[config.mk]
export PLATFORM = sky130hd
export DESIGN_NAME = dca_step_sequencer_flat
export DESIGN_NICKNAME = d
export VERILOG_FILES = /design/src/rtl/dca_step_sequencer_pkg.sv /design/src/rtl/dca_step_sequencer_if.sv /design/src/rtl/dca_step_sequencer_cmd_fifo.sv /design/src/rtl/dca_step_sequencer.sv /design/src/flat_wrapper.sv
export SDC_FILE = /design/constraint.sdc
export NUM_CORES = 1
export LEC_CHECK = 0
export ABC_CLOCK_PERIOD_IN_PS = 3300
export CORE_AREA = 2 2 120 122
export DETAILED_ROUTE_END_ITERATION = 12
export DIE_AREA = 0 0 122 124
export PLACE_DENSITY = 0.61
export RECOVER_POWER = 50
export SYNTH_ARGS = -nofsm -noshare
export SYNTH_HDL_FRONTEND = slang
export SYNTH_SLANG_ARGS = --single-unit
[constraint.sdc]
create_clock -name i_clk -period 3.3 [get_ports i_clk]
set_clock_uncertainty 0.05 [all_clocks]
set_input_delay 0.33 -clock i_clk [delete_from_list [all_inputs] [get_ports i_clk]]
set_output_delay 0.33 -clock i_clk [all_outputs]
set_load 0.005 [all_outputs]
[src/rtl/dca_step_sequencer_pkg.sv]
// Shared definitions for the DCA step sequencer: geometry, instruction layout,
// opcode bit positions, FSM encoding and the buffered command record.
package dca_step_sequencer_pkg;

  localparam int MATRIX_SIZE_PARA      = 8;
  localparam int MATRIX_NUM_ROW        = MATRIX_SIZE_PARA;
  localparam int MATRIX_NUM_COL        = MATRIX_SIZE_PARA;
  localparam int BW_NUM_STEP           = 16;
  localparam int DEF_CMD_FIFO_DEPTH    = 2;

  // Opcode bit positions, matching the step controller's decoder
  localparam int OPC_IDX_NO_CAL        = 0;
  localparam int OPC_IDX_LSU0_REQ      = 1;
  localparam int OPC_IDX_LSU1_REQ      = 2;
  localparam int OPC_IDX_LSU2_REQ      = 3;
  localparam int OPC_IDX_LOAD_ACC      = 4;
  localparam int BW_OPCODE             = 5;

  // inst = {row_mask, col_mask, last, opcode}
  localparam int BW_BLOCKED_STEP_INST  = MATRIX_NUM_ROW + MATRIX_NUM_COL + 1 + BW_OPCODE;

  localparam logic [BW_OPCODE-1:0] OPC_STEP_DEFAULT =
    (5'd1 << OPC_IDX_LSU0_REQ) | (5'd1 << OPC_IDX_LSU1_REQ);

  typedef enum logic [1:0] {
    ST_IDLE  = 2'd0,
    ST_ISSUE = 2'd1,
    ST_DRAIN = 2'd2,
    ST_DONE  = 2'd3
  } state_e;

  typedef struct packed {
    logic [BW_NUM_STEP-1:0]    num_step;
    logic [MATRIX_NUM_ROW-1:0] row_mask;
    logic [MATRIX_NUM_COL-1:0] col_mask;
    logic                      load_acc;
    logic                      store;
  } cmd_t;

  localparam int BW_CMD = $bits(cmd_t);

  function automatic logic [BW_OPCODE-1:0] build_opcode(
    input logic load_acc,
    input logic store,
    input logic first,
    input logic last
  );
    logic [BW_OPCODE-1:0] op;
    op                   = OPC_STEP_DEFAULT;
    op[OPC_IDX_NO_CAL]   = 1'b0;
    op[OPC_IDX_LOAD_ACC] = load_acc & first;
    op[OPC_IDX_LSU2_REQ] = store & last;
    return op;
  endfunction

endpackage

[src/rtl/dca_step_sequencer_if.sv]
// Command and instruction handshakes of the step sequencer.
// The sequencer is the slave: it accepts commands and offers instructions.
interface dca_step_sequencer_if;
  import dca_step_sequencer_pkg::*;

  logic                      cmd_valid;
  logic                      cmd_ready;
  logic [BW_NUM_STEP-1:0]    cmd_num_step;
  logic [MATRIX_NUM_ROW-1:0] cmd_row_mask;
  logic [MATRIX_NUM_COL-1:0] cmd_col_mask;
  logic                      cmd_load_acc;
  logic                      cmd_store;

  logic                            inst_valid;
  logic                            inst_ready;
  logic [BW_BLOCKED_STEP_INST-1:0] inst;

  modport master (
    output cmd_valid, cmd_num_step, cmd_row_mask, cmd_col_mask, cmd_load_acc, cmd_store,
    output inst_ready,
    input  cmd_ready, inst_valid, inst
  );

  modport slave (
    input  cmd_valid, cmd_num_step, cmd_row_mask, cmd_col_mask, cmd_load_acc, cmd_store,
    input  inst_ready,
    output cmd_ready, inst_valid, inst
  );
endinterface

[src/rtl/dca_step_sequencer_cmd_fifo.sv]
// Small synchronous command FIFO; ready and empty come straight from flops
// so nothing combinational reaches the command source.
module dca_step_cmd_fifo #(
  parameter int WIDTH = 8,
  parameter int DEPTH = 2
) (
  input  logic             i_clk,
  input  logic             i_rst,
  input  logic             i_clear,
  input  logic             i_push,
  input  logic [WIDTH-1:0] i_wdata,
  output logic             o_ready,
  input  logic             i_pop,
  output logic [WIDTH-1:0] o_rdata,
  output logic             o_empty
);
  localparam int AW = $clog2(DEPTH);
  localparam logic [AW-1:0] PTR_ONE  = AW'(1);
  localparam logic [AW:0]   CNT_ONE  = (AW+1)'(1);
  localparam logic [AW:0]   CNT_FULL = (AW+1)'(DEPTH);

  logic [WIDTH-1:0] r_mem [DEPTH];
  logic [AW-1:0]    r_wr_ptr;
  logic [AW-1:0]    r_rd_ptr;
  logic [AW:0]      r_count;
  logic             r_full;
  logic             r_empty;
  logic             w_push;
  logic             w_pop;
  logic [AW:0]      w_count_nxt;

  assign w_push = i_push & ~r_full & ~i_clear;
  assign w_pop  = i_pop & ~r_empty & ~i_clear;

  // occupancy after this cycle's push/pop
  always_comb begin
    w_count_nxt = r_count;
    case ({w_push, w_pop})
      2'b10:   w_count_nxt = r_count + CNT_ONE;
      2'b01:   w_count_nxt = r_count - CNT_ONE;
      default: w_count_nxt = r_count;
    endcase
  end

  // pointers and registered full/empty flags
  always_ff @(posedge i_clk) begin
    if (i_rst || i_clear) begin
      r_wr_ptr <= '0;
      r_rd_ptr <= '0;
      r_count  <= '0;
      r_full   <= 1'b0;
      r_empty  <= 1'b1;
    end else begin
      if (w_push) r_wr_ptr <= r_wr_ptr + PTR_ONE;
      if (w_pop)  r_rd_ptr <= r_rd_ptr + PTR_ONE;
      r_count <= w_count_nxt;
      r_full  <= (w_count_nxt == CNT_FULL);
      r_empty <= (w_count_nxt == '0);
    end
  end

  // storage array
  always_ff @(posedge i_clk) begin
    if (w_push) r_mem[r_wr_ptr] <= i_wdata;
  end

  assign o_rdata = r_mem[r_rd_ptr];
  assign o_ready = ~r_full;
  assign o_empty = r_empty;
endmodule

[src/rtl/dca_step_sequencer.sv]
// Expands buffered tile commands into blocked-step instructions, waits for the
// step controller to go idle after the last one, then pulses done.
module dca_step_sequencer
  import dca_step_sequencer_pkg::*;
#(
  parameter int CMD_FIFO_DEPTH = DEF_CMD_FIFO_DEPTH
) (
  input  logic                   i_clk,
  input  logic                   i_rst,
  input  logic                   i_clear,
  dca_step_sequencer_if.slave    io_bus,
  input  logic                   i_ctrl_busy,
  output logic                   o_busy,
  output logic                   o_done,
  output logic [BW_NUM_STEP-1:0] o_step_idx
);
  localparam logic [BW_NUM_STEP-1:0] STEP_ONE = 16'd1;

  state_e                    r_state;
  state_e                    w_state_nxt;
  logic [BW_NUM_STEP-1:0]    r_num_step;
  logic [MATRIX_NUM_ROW-1:0] r_row_mask;
  logic [MATRIX_NUM_COL-1:0] r_col_mask;
  logic                      r_load_acc;
  logic                      r_store;
  logic [BW_NUM_STEP-1:0]    r_step_idx;

  cmd_t w_fifo_wdata;
  cmd_t w_fifo_rdata;
  logic w_fifo_empty;
  logic w_fifo_ready;
  logic w_pop;
  logic w_hs;
  logic w_last;

  assign w_fifo_wdata = {io_bus.cmd_num_step, io_bus.cmd_row_mask, io_bus.cmd_col_mask,
                         io_bus.cmd_load_acc, io_bus.cmd_store};

  dca_step_cmd_fifo #(
    .WIDTH (BW_CMD),
    .DEPTH (CMD_FIFO_DEPTH)
  ) u_cmd_fifo (
    .i_clk   (i_clk),
    .i_rst   (i_rst),
    .i_clear (i_clear),
    .i_push  (io_bus.cmd_valid),
    .i_wdata (w_fifo_wdata),
    .o_ready (w_fifo_ready),
    .i_pop   (w_pop),
    .o_rdata (w_fifo_rdata),
    .o_empty (w_fifo_empty)
  );

  assign w_hs   = (r_state == ST_ISSUE) & io_bus.inst_ready;
  assign w_last = (r_step_idx == (r_num_step - STEP_ONE));

  // next-state logic; clear overrides every handshake
  always_comb begin
    w_state_nxt = r_state;
    w_pop       = 1'b0;
    if (i_clear) begin
      w_state_nxt = ST_IDLE;
      w_pop       = 1'b0;
    end else begin
      case (r_state)
        ST_IDLE: begin
          if (!w_fifo_empty) begin
            w_pop       = 1'b1;
            w_state_nxt = (w_fifo_rdata.num_step == '0) ? ST_DONE : ST_ISSUE;
          end else begin
            w_state_nxt = ST_IDLE;
          end
        end
        ST_ISSUE: w_state_nxt = (w_hs && w_last) ? ST_DRAIN : ST_ISSUE;
        ST_DRAIN: w_state_nxt = i_ctrl_busy ? ST_DRAIN : ST_DONE;
        ST_DONE:  w_state_nxt = ST_IDLE;
        default:  w_state_nxt = ST_IDLE;
      endcase
    end
  end

  // state register
  always_ff @(posedge i_clk) begin
    if (i_rst) r_state <= ST_IDLE;
    else       r_state <= w_state_nxt;
  end

  // command registers and step counter (counter never passes num_step-1)
  always_ff @(posedge i_clk) begin
    if (i_rst || i_clear) begin
      r_num_step <= '0;
      r_row_mask <= '0;
      r_col_mask <= '0;
      r_load_acc <= 1'b0;
      r_store    <= 1'b0;
      r_step_idx <= '0;
    end else if (w_pop) begin
      r_num_step <= w_fifo_rdata.num_step;
      r_row_mask <= w_fifo_rdata.row_mask;
      r_col_mask <= w_fifo_rdata.col_mask;
      r_load_acc <= w_fifo_rdata.load_acc;
      r_store    <= w_fifo_rdata.store;
      r_step_idx <= '0;
    end else if (w_hs && !w_last) begin
      r_step_idx <= r_step_idx + STEP_ONE;
    end
  end

  assign io_bus.cmd_ready  = w_fifo_ready;
  assign io_bus.inst_valid = (r_state == ST_ISSUE);
  assign io_bus.inst       = {r_row_mask, r_col_mask, w_last,
                              build_opcode(r_load_acc, r_store, (r_step_idx == '0), w_last)};
  assign o_done            = (r_state == ST_DONE);
  assign o_busy            = (r_state != ST_IDLE) | ~w_fifo_empty;
  assign o_step_idx        = r_step_idx;
endmodule

[src/flat_wrapper.sv]
// flat-port wrapper written by rule: the top's interface ports become plain ports
module dca_step_sequencer_flat import dca_step_sequencer_pkg::*;
#(
  parameter int CMD_FIFO_DEPTH = DEF_CMD_FIFO_DEPTH
)
  (i_clk, i_rst, i_clear, i_ctrl_busy, o_busy, o_done, o_step_idx, io_bus_cmd_valid, io_bus_cmd_num_step, io_bus_cmd_row_mask, io_bus_cmd_col_mask, io_bus_cmd_load_acc, io_bus_cmd_store, io_bus_inst_ready, io_bus_cmd_ready, io_bus_inst_valid, io_bus_inst);
  dca_step_sequencer_if io_bus_i ();
  input  logic i_clk;
  input  logic i_rst;
  input  logic i_clear;
  input  logic i_ctrl_busy;
  output logic o_busy;
  output logic o_done;
  output logic [BW_NUM_STEP-1:0] o_step_idx;
  input wire logic [$bits(io_bus_i.cmd_valid)-1:0] io_bus_cmd_valid;
  input wire logic [$bits(io_bus_i.cmd_num_step)-1:0] io_bus_cmd_num_step;
  input wire logic [$bits(io_bus_i.cmd_row_mask)-1:0] io_bus_cmd_row_mask;
  input wire logic [$bits(io_bus_i.cmd_col_mask)-1:0] io_bus_cmd_col_mask;
  input wire logic [$bits(io_bus_i.cmd_load_acc)-1:0] io_bus_cmd_load_acc;
  input wire logic [$bits(io_bus_i.cmd_store)-1:0] io_bus_cmd_store;
  input wire logic [$bits(io_bus_i.inst_ready)-1:0] io_bus_inst_ready;
  output wire logic [$bits(io_bus_i.cmd_ready)-1:0] io_bus_cmd_ready;
  output wire logic [$bits(io_bus_i.inst_valid)-1:0] io_bus_inst_valid;
  output wire logic [$bits(io_bus_i.inst)-1:0] io_bus_inst;
  assign io_bus_i.cmd_valid = io_bus_cmd_valid;
  assign io_bus_i.cmd_num_step = io_bus_cmd_num_step;
  assign io_bus_i.cmd_row_mask = io_bus_cmd_row_mask;
  assign io_bus_i.cmd_col_mask = io_bus_cmd_col_mask;
  assign io_bus_i.cmd_load_acc = io_bus_cmd_load_acc;
  assign io_bus_i.cmd_store = io_bus_cmd_store;
  assign io_bus_i.inst_ready = io_bus_inst_ready;
  assign io_bus_cmd_ready = io_bus_i.cmd_ready;
  assign io_bus_inst_valid = io_bus_i.inst_valid;
  assign io_bus_inst = io_bus_i.inst;
  dca_step_sequencer #(.CMD_FIFO_DEPTH(CMD_FIFO_DEPTH)) u_core (.i_clk(i_clk), .i_rst(i_rst), .i_clear(i_clear), .io_bus(io_bus_i), .i_ctrl_busy(i_ctrl_busy), .o_busy(o_busy), .o_done(o_done), .o_step_idx(o_step_idx));
endmodule
Yosys cells after proc, flatten, opt, wreduce, memory -nomap -nowiden:

Memory sizes are Yosys's and may differ from the RTL's. A register that Yosys moved wholly into a read port is not among the register bits.
Cells that the tools add are included.

* register bits after elaboration: 58
* memory bits (writable): 68
* input port bits: 40
* word-level logic and storage cells: 61
* memories kept: 1

* $add $sub $neg: 6
* eq/ne operators: 7
* multiplexer cells: 13
* bitwise logic cells: 11
* reduce and logical (&&, ||, !) cells: 11

Memory list
* u_core.u_cmd_fifo.r_mem: words 2, bits a word 34, rd ports 1, clocked after Yosys merged registers in 1, wr ports 1, line dca_step_sequencer_cmd_fifo.sv:22 `logic [WIDTH-1:0] r_mem [DEPTH];`

Operators by type and width (count)
* zero test 16 bit: 2
* adder 16 x 1 -> 16 bit, second input constant: 1
* equality test 16 bit: 1
* subtractor 16 x 1 -> 16 bit, second input constant: 1
* equality test 2 bit, second input constant: 4
* 2-to-1 mux 1 bit: 8
* case mux 2 bit (4 select lines): 1
* AND 1 bit: 7
* 2-to-1 mux 2 bit: 3
* equality test 2 x 1 -> 1 bit, second input constant: 2
* zero test 2 bit: 2
* case mux 2 bit (2 select lines): 1
* OR reduction 2 bit: 2
* NOT 1 bit: 3
* adder 1 bit, second input constant: 2
* adder 2 x 1 -> 2 bit, second input constant: 1
* logical AND 1 bit: 2
* nonzero test 2 bit: 1
* subtractor 2 x 1 -> 2 bit, second input constant: 1
* zero test 1 bit: 1
* logical OR 1 bit: 1
* OR 1 bit: 1

Longest topological paths before layout:

* depth after elaboration: 8
* mapped depth: 11
* gate-level depth less buffers: 10

Cells and area by module:

From an unflattened synthesis, not the netlist that was laid out.

* cells, all modules: 534
* area total of the unflattened synthesis: 5676.7 µm²

Modules (own cells, without submodules)
* dca_step_sequencer: instances 1, cells an instance 393, area each 2917.8 µm², seq. area each 1041.0 µm²
* dca_step_cmd_fifo: instances 1, cells an instance 141, area each 2758.9 µm², seq. area each 2182.1 µm²

Least setup slack after synthesis:

Ideal clock, no wire load.

* kind: reg2out
* start point: register u_core.r_num_step[5]
* end point: output port io_bus_inst[3]
* arrival: 2.506 ns
* required time: 2.920 ns
* setup slack: 0.414 ns
* stages on the path, launching flop included: 8
* buffers on the path: 0
* path through: dfxtp_1 > or4_4 > or3_4 > xnor2_1 > o221a_2 > a221oi_2 > and4_1 > and2_1

* longest elaborated chain between the ends: 3

Ends and longest elaborated chain
* from (decl): line dca_step_sequencer.sv:21 `logic [BW_NUM_STEP-1:0] r_num_step;`
* from (signal assigned): line dca_step_sequencer.sv:98 `r_num_step <= w_fifo_rdata.num_step;`
* subtractor 16 x 1 -> 16 bit: line dca_step_sequencer.sv:55 `assign w_last = (r_step_idx == (r_num_step - STEP_ONE));`
* equality test 16 bit: line dca_step_sequencer.sv:55
* named net u_core.w_last: line dca_step_sequencer.sv:34 `logic w_last;`
* AND 1 bit: line dca_step_sequencer_pkg.sv:52 `op[OPC_IDX_LSU2_REQ] = store & last;`
* to (decl): line flat_wrapper.sv:24 `output wire logic [$bits(io_bus_i.inst)-1:0] io_bus_inst;`

The timed path passes the listed nets, and every way through them passes these cells.

Worst setup path in the final report:

* start point: register u_core.r_num_step[5]
* end point: output port io_bus_inst[3]

* longest elaborated chain between the ends: 3

Ends and longest elaborated chain (line)
* subtractor 16 x 1 -> 16 bit: dca_step_sequencer.sv:55
* equality test 16 bit: dca_step_sequencer.sv:55
* AND 1 bit: dca_step_sequencer_pkg.sv:52

Every way passes these cells.

==> out/results.txt <==
Largest fanout on the critical path - 4
Count of flip-flops with a built-in enable after synthesis - 68
Die Wd - 122 µm
Number of fill cells - 1205
Remaining global-route overflow - 0
Number of nets still failing antenna checks after routing - 0
Max-slew violation total from the final report - 47
Netlist Area Pre-Place - 5470 µm²
CP Data Required Time - 2.92 ns
Total wirelength of the detailed-routed design - 12200 µm
Fraction of final layout cells with drive strength greater than 1 - 0.157
Number of DRC violations after detailed routing - 0
Layout Nets - 618
Flop and latch count out of synthesis - 127
Global placement routability congestion - 0.870
Worst-skew pair later-pin latency - 0.42 ns
Portion of the post-synthesis area used by sequential elements - 0.589
Maximum number of pins on one net before global-route repair - 47
Maximum capacitance violations - 1
Setup repair after global routing missed its margin - yes
Clock-pin slew reported for the worst setup and hold paths after clock tree synthesis - 0.06 ns
Synthesized area per cell - 11.5 µm²
Final hold slack - 0.448 ns
Total CTS buffers - 17
Setup total negative slack - 0 ns
Yosys Warn Count - 0
Hold buffer count at cts - 0
Outcome - complete, but fails checks
Number of cells produced by synthesis - 475
Critical Path Source Type - flip-flop
Layout area overhead - 33.4%
Number of vias per cell - 5.20
Placed wire-length estimate after detailed placement - 8490 µm
Post-synthesis async set-or-reset flop share - 0
Number of standard-cell rows in the floorplan - 43
First-pass iteration count of the detailed router - 4
Antenna Cells - 0
Slowest cell on crit path - or4_4
Final hold vios - 0
Count of port buffers added during placement - 78
Worst rel slew slack - -0.444
Initial Utilization - 0.399
Violated checks - max-capacitance violations, max-slew violations
Unique masters post-synth - 52
Routed wire length per instance - 15.9 µm
Std-Cell Core Area - 13700 µm²
Overall die height - 124 µm
Delay-heaviest family, CP - simple AND/OR/NAND/NOR gates
Sum of internal, switching and leakage power - 3.90 mW
Via count of the first global-routing pass - 3979
Worst hold-check path type - reg2reg
Arrival time of data at the critical path endpoint - 2.84 ns
Initial antenna violation count - 0
Clock Path Buffers - 2
Final period utilization - 0.975
Global-route wire length before repair - 19700 µm
Fmax achieved - 0.311 GHz
Static leakage - 2.46 nW
CP endpoint kind - output pin
Kind of critical path - reg2out
Endpoints failing setup - 0
Most used DFF post-synth - edfxtp_1
Slew @ Worst Pin - 2.17 ns
Final Util - 0.532
Global router's overall resource usage - 0.171
Total die area - 15100 µm²
DP Cell Count - 727
Final critical path time including I/O delays and setup - 3.22 ns
Number of buffers and inverters on the critical path - 1
Vias - 3986
Sinks on Clock Net - 127
Highest cell delay on the worst timing path - 0.56 ns
P per Cell Area - 534 nW/µm²
DRC violation total after the first TritonRoute iteration - 274
Cell breakdown of the critical path - or4_4 -> or3_4 -> xnor2_1 -> o221a_2 -> a221oi_2 -> and4_4 -> and2_4 -> buf_6
Count of non-filler cells in the finished layout - 767
VDD IR-drop max - 0.427 mV
CTS tree - done
IO Count - 82
H-tree Lvls - 4
Root cell of the clock tree - clkbuf_16
==> layer usage <==
metal | vias up | part of all wire | wire (µm) | track usage
met1 | 1905 | 0.46 | 5560 | 0.217
met3 | 16 | 0.048 | 585 | 0.0495
met5 | - | 0 | 0 | 0
met4 | 0 | 0.013 | 155 | 0.0553
li1 | 1967 | - | - | -
met2 | 98 | 0.48 | 5880 | 0.281
==> cells in the mapped netlist, drive strengths merged (3+ instances only) <==
master	n	area, µm²
or2	3	18.8
nor4	14	93.8
nor4b	3	26.3
nand2	17	63.8
edfxtp	68	2040
or4	5	41.3
a211oi	38	285
xnor2	20	175
or3	11	73.8
nand4	3	18.8
nand4b	4	35.0
inv	11	41.3
ha	4	50.1
and2	6	37.5
and3	5	31.3
o21ai	10	50.1
nand3	8	40.0
nor3	11	60.1
dfxtp	59	1180
buf	8	46.3
mux2i	41	410
nor2	54	203
clkbuf	21	78.8
nor2b	6	37.5
xor2	5	43.8
a21oi	13	68.8
==> worst register-to-register path, stage by stage, from the launching register on <==
cell,delay (ns)
dfxtp_1,0.31
or4_4,0.56
buf_6,0.15
nor3_4,0.23
buf_4,0.15
buf_4,0.09
nor3_1,0.04
o31ai_2,0.30
a221oi_2,0.11
buf_4,0.14
buf_4,0.14
a21o_4,0.22
buf_4,0.16
or3_1,0.34
a21oi_1,0.14
==> where the power goes <==
| group | internal, mW | switching (mW) | leakage, nW |
|---|---|---|---|
| Combinational | 0.148 | 0.146 | 1.06 |
| Sequential | 1.71 | 0.0224 | 1.10 |
| Clock | 1.17 | 0.711 | 0.292 |
==> area by class of cell <==
type                       count  area (µm²)  area share
multi-input combinational    309        2180       0.299
clock buffer                  19         454      0.0622
timing repair buffer         108        1020       0.140
tap                          180         225      0.0308
sequential                   127        3230       0.442
inverter                      11        41.3     0.00565
clock inverter                13         150      0.0206
==> state kept, by name (all words and copies together), names as in the netlist, 2 cells and up, named ones only <==
register,cells
u_core.u_cmd_fifo.r_mem,68
u_core.r_state,2
u_core.o_step_idx,16
u_core.r_row_mask,8
u_core.u_cmd_fifo.r_count,2
u_core.r_col_mask,8
u_core.r_num_step,16
==> placed cells by master (no fill, tap or decap), types with 3 or more instances in the layout <==
cell / count
and2_1: 5
o21ai_1: 4
ha_1: 3
inv_1: 9
clkinv_4: 3
nor2b_1: 6
a211oi_1: 38
nor4_1: 10
a21oi_2: 3
buf_4: 27
and3_1: 5
nand4_1: 3
or4_1: 3
nor4b_1: 3
nor3_1: 9
o21ai_0: 6
dfxtp_1: 56
xnor2_1: 20
inv_6: 3
a21oi_1: 10
conb_1: 3
dlygate4sd3_1: 52
nor2_1: 52
nor4_2: 4
clkdlybuf4s50_1: 24
clkbuf_16: 18
xor2_1: 5
or3_1: 10
nand2_1: 17
nand4b_1: 4
edfxtp_1: 68
nand3_1: 8
mux2i_1: 40
==> what timing repair did <==
item	CTS	global route
gates cloned	0	0
pin swaps	6	7
setup endpoints to repair	2	9
gates resized for setup	18	12
setup buffers	8	1
==> cells by family (layout without fill, tap and decap cells) <==
kind of cell	count (synthesis)	in the layout	share of synthesized area
other	2	3	0.00137
buffers and inverters	40	151	0.0304
adders and majority gates	4	4	0.00914
muxes	41	41	0.0750
and+or+nand+nor	159	159	0.156
xor gates and xnor gates	25	25	0.0400
AOI/OAI and AO/OA	77	77	0.0994
DFF	127	127	0.589
==> worst paths after layout <==
kind | startpoint | end | slack (ns) | cells after the start
setup / recovery | u_core.r_num_step[5]$_SDFFE_PP0P_ | io_bus_inst[3] | 0.08 | 8
hold / removal | u_core.r_col_mask[7]$_SDFFE_PP0P_ | u_core.r_col_mask[7]$_SDFFE_PP0P_ | 0.45 | 2
setup reg to reg | u_core.r_num_step[5]$_SDFFE_PP0P_ | u_core.o_step_idx[5]$_SDFFE_PP0P_ | 0.11 | 14
hold reg to reg | u_core.r_col_mask[7]$_SDFFE_PP0P_ | u_core.r_col_mask[7]$_SDFFE_PP0P_ | 0.45 | 2
==> per-stage QoR <==
step | cell area (µm²) | setup slack (ns)
CTS | 7260 | 0.0125
finish | 7300 | 0.0840
detailed placement | 6550 | -0.0474
global placement | 6550 | 0.0603
global route | 7300 | -0.0238
floorplan | 5480 | 0.414
Note: power is estimated with default switching activity, not from simulation.
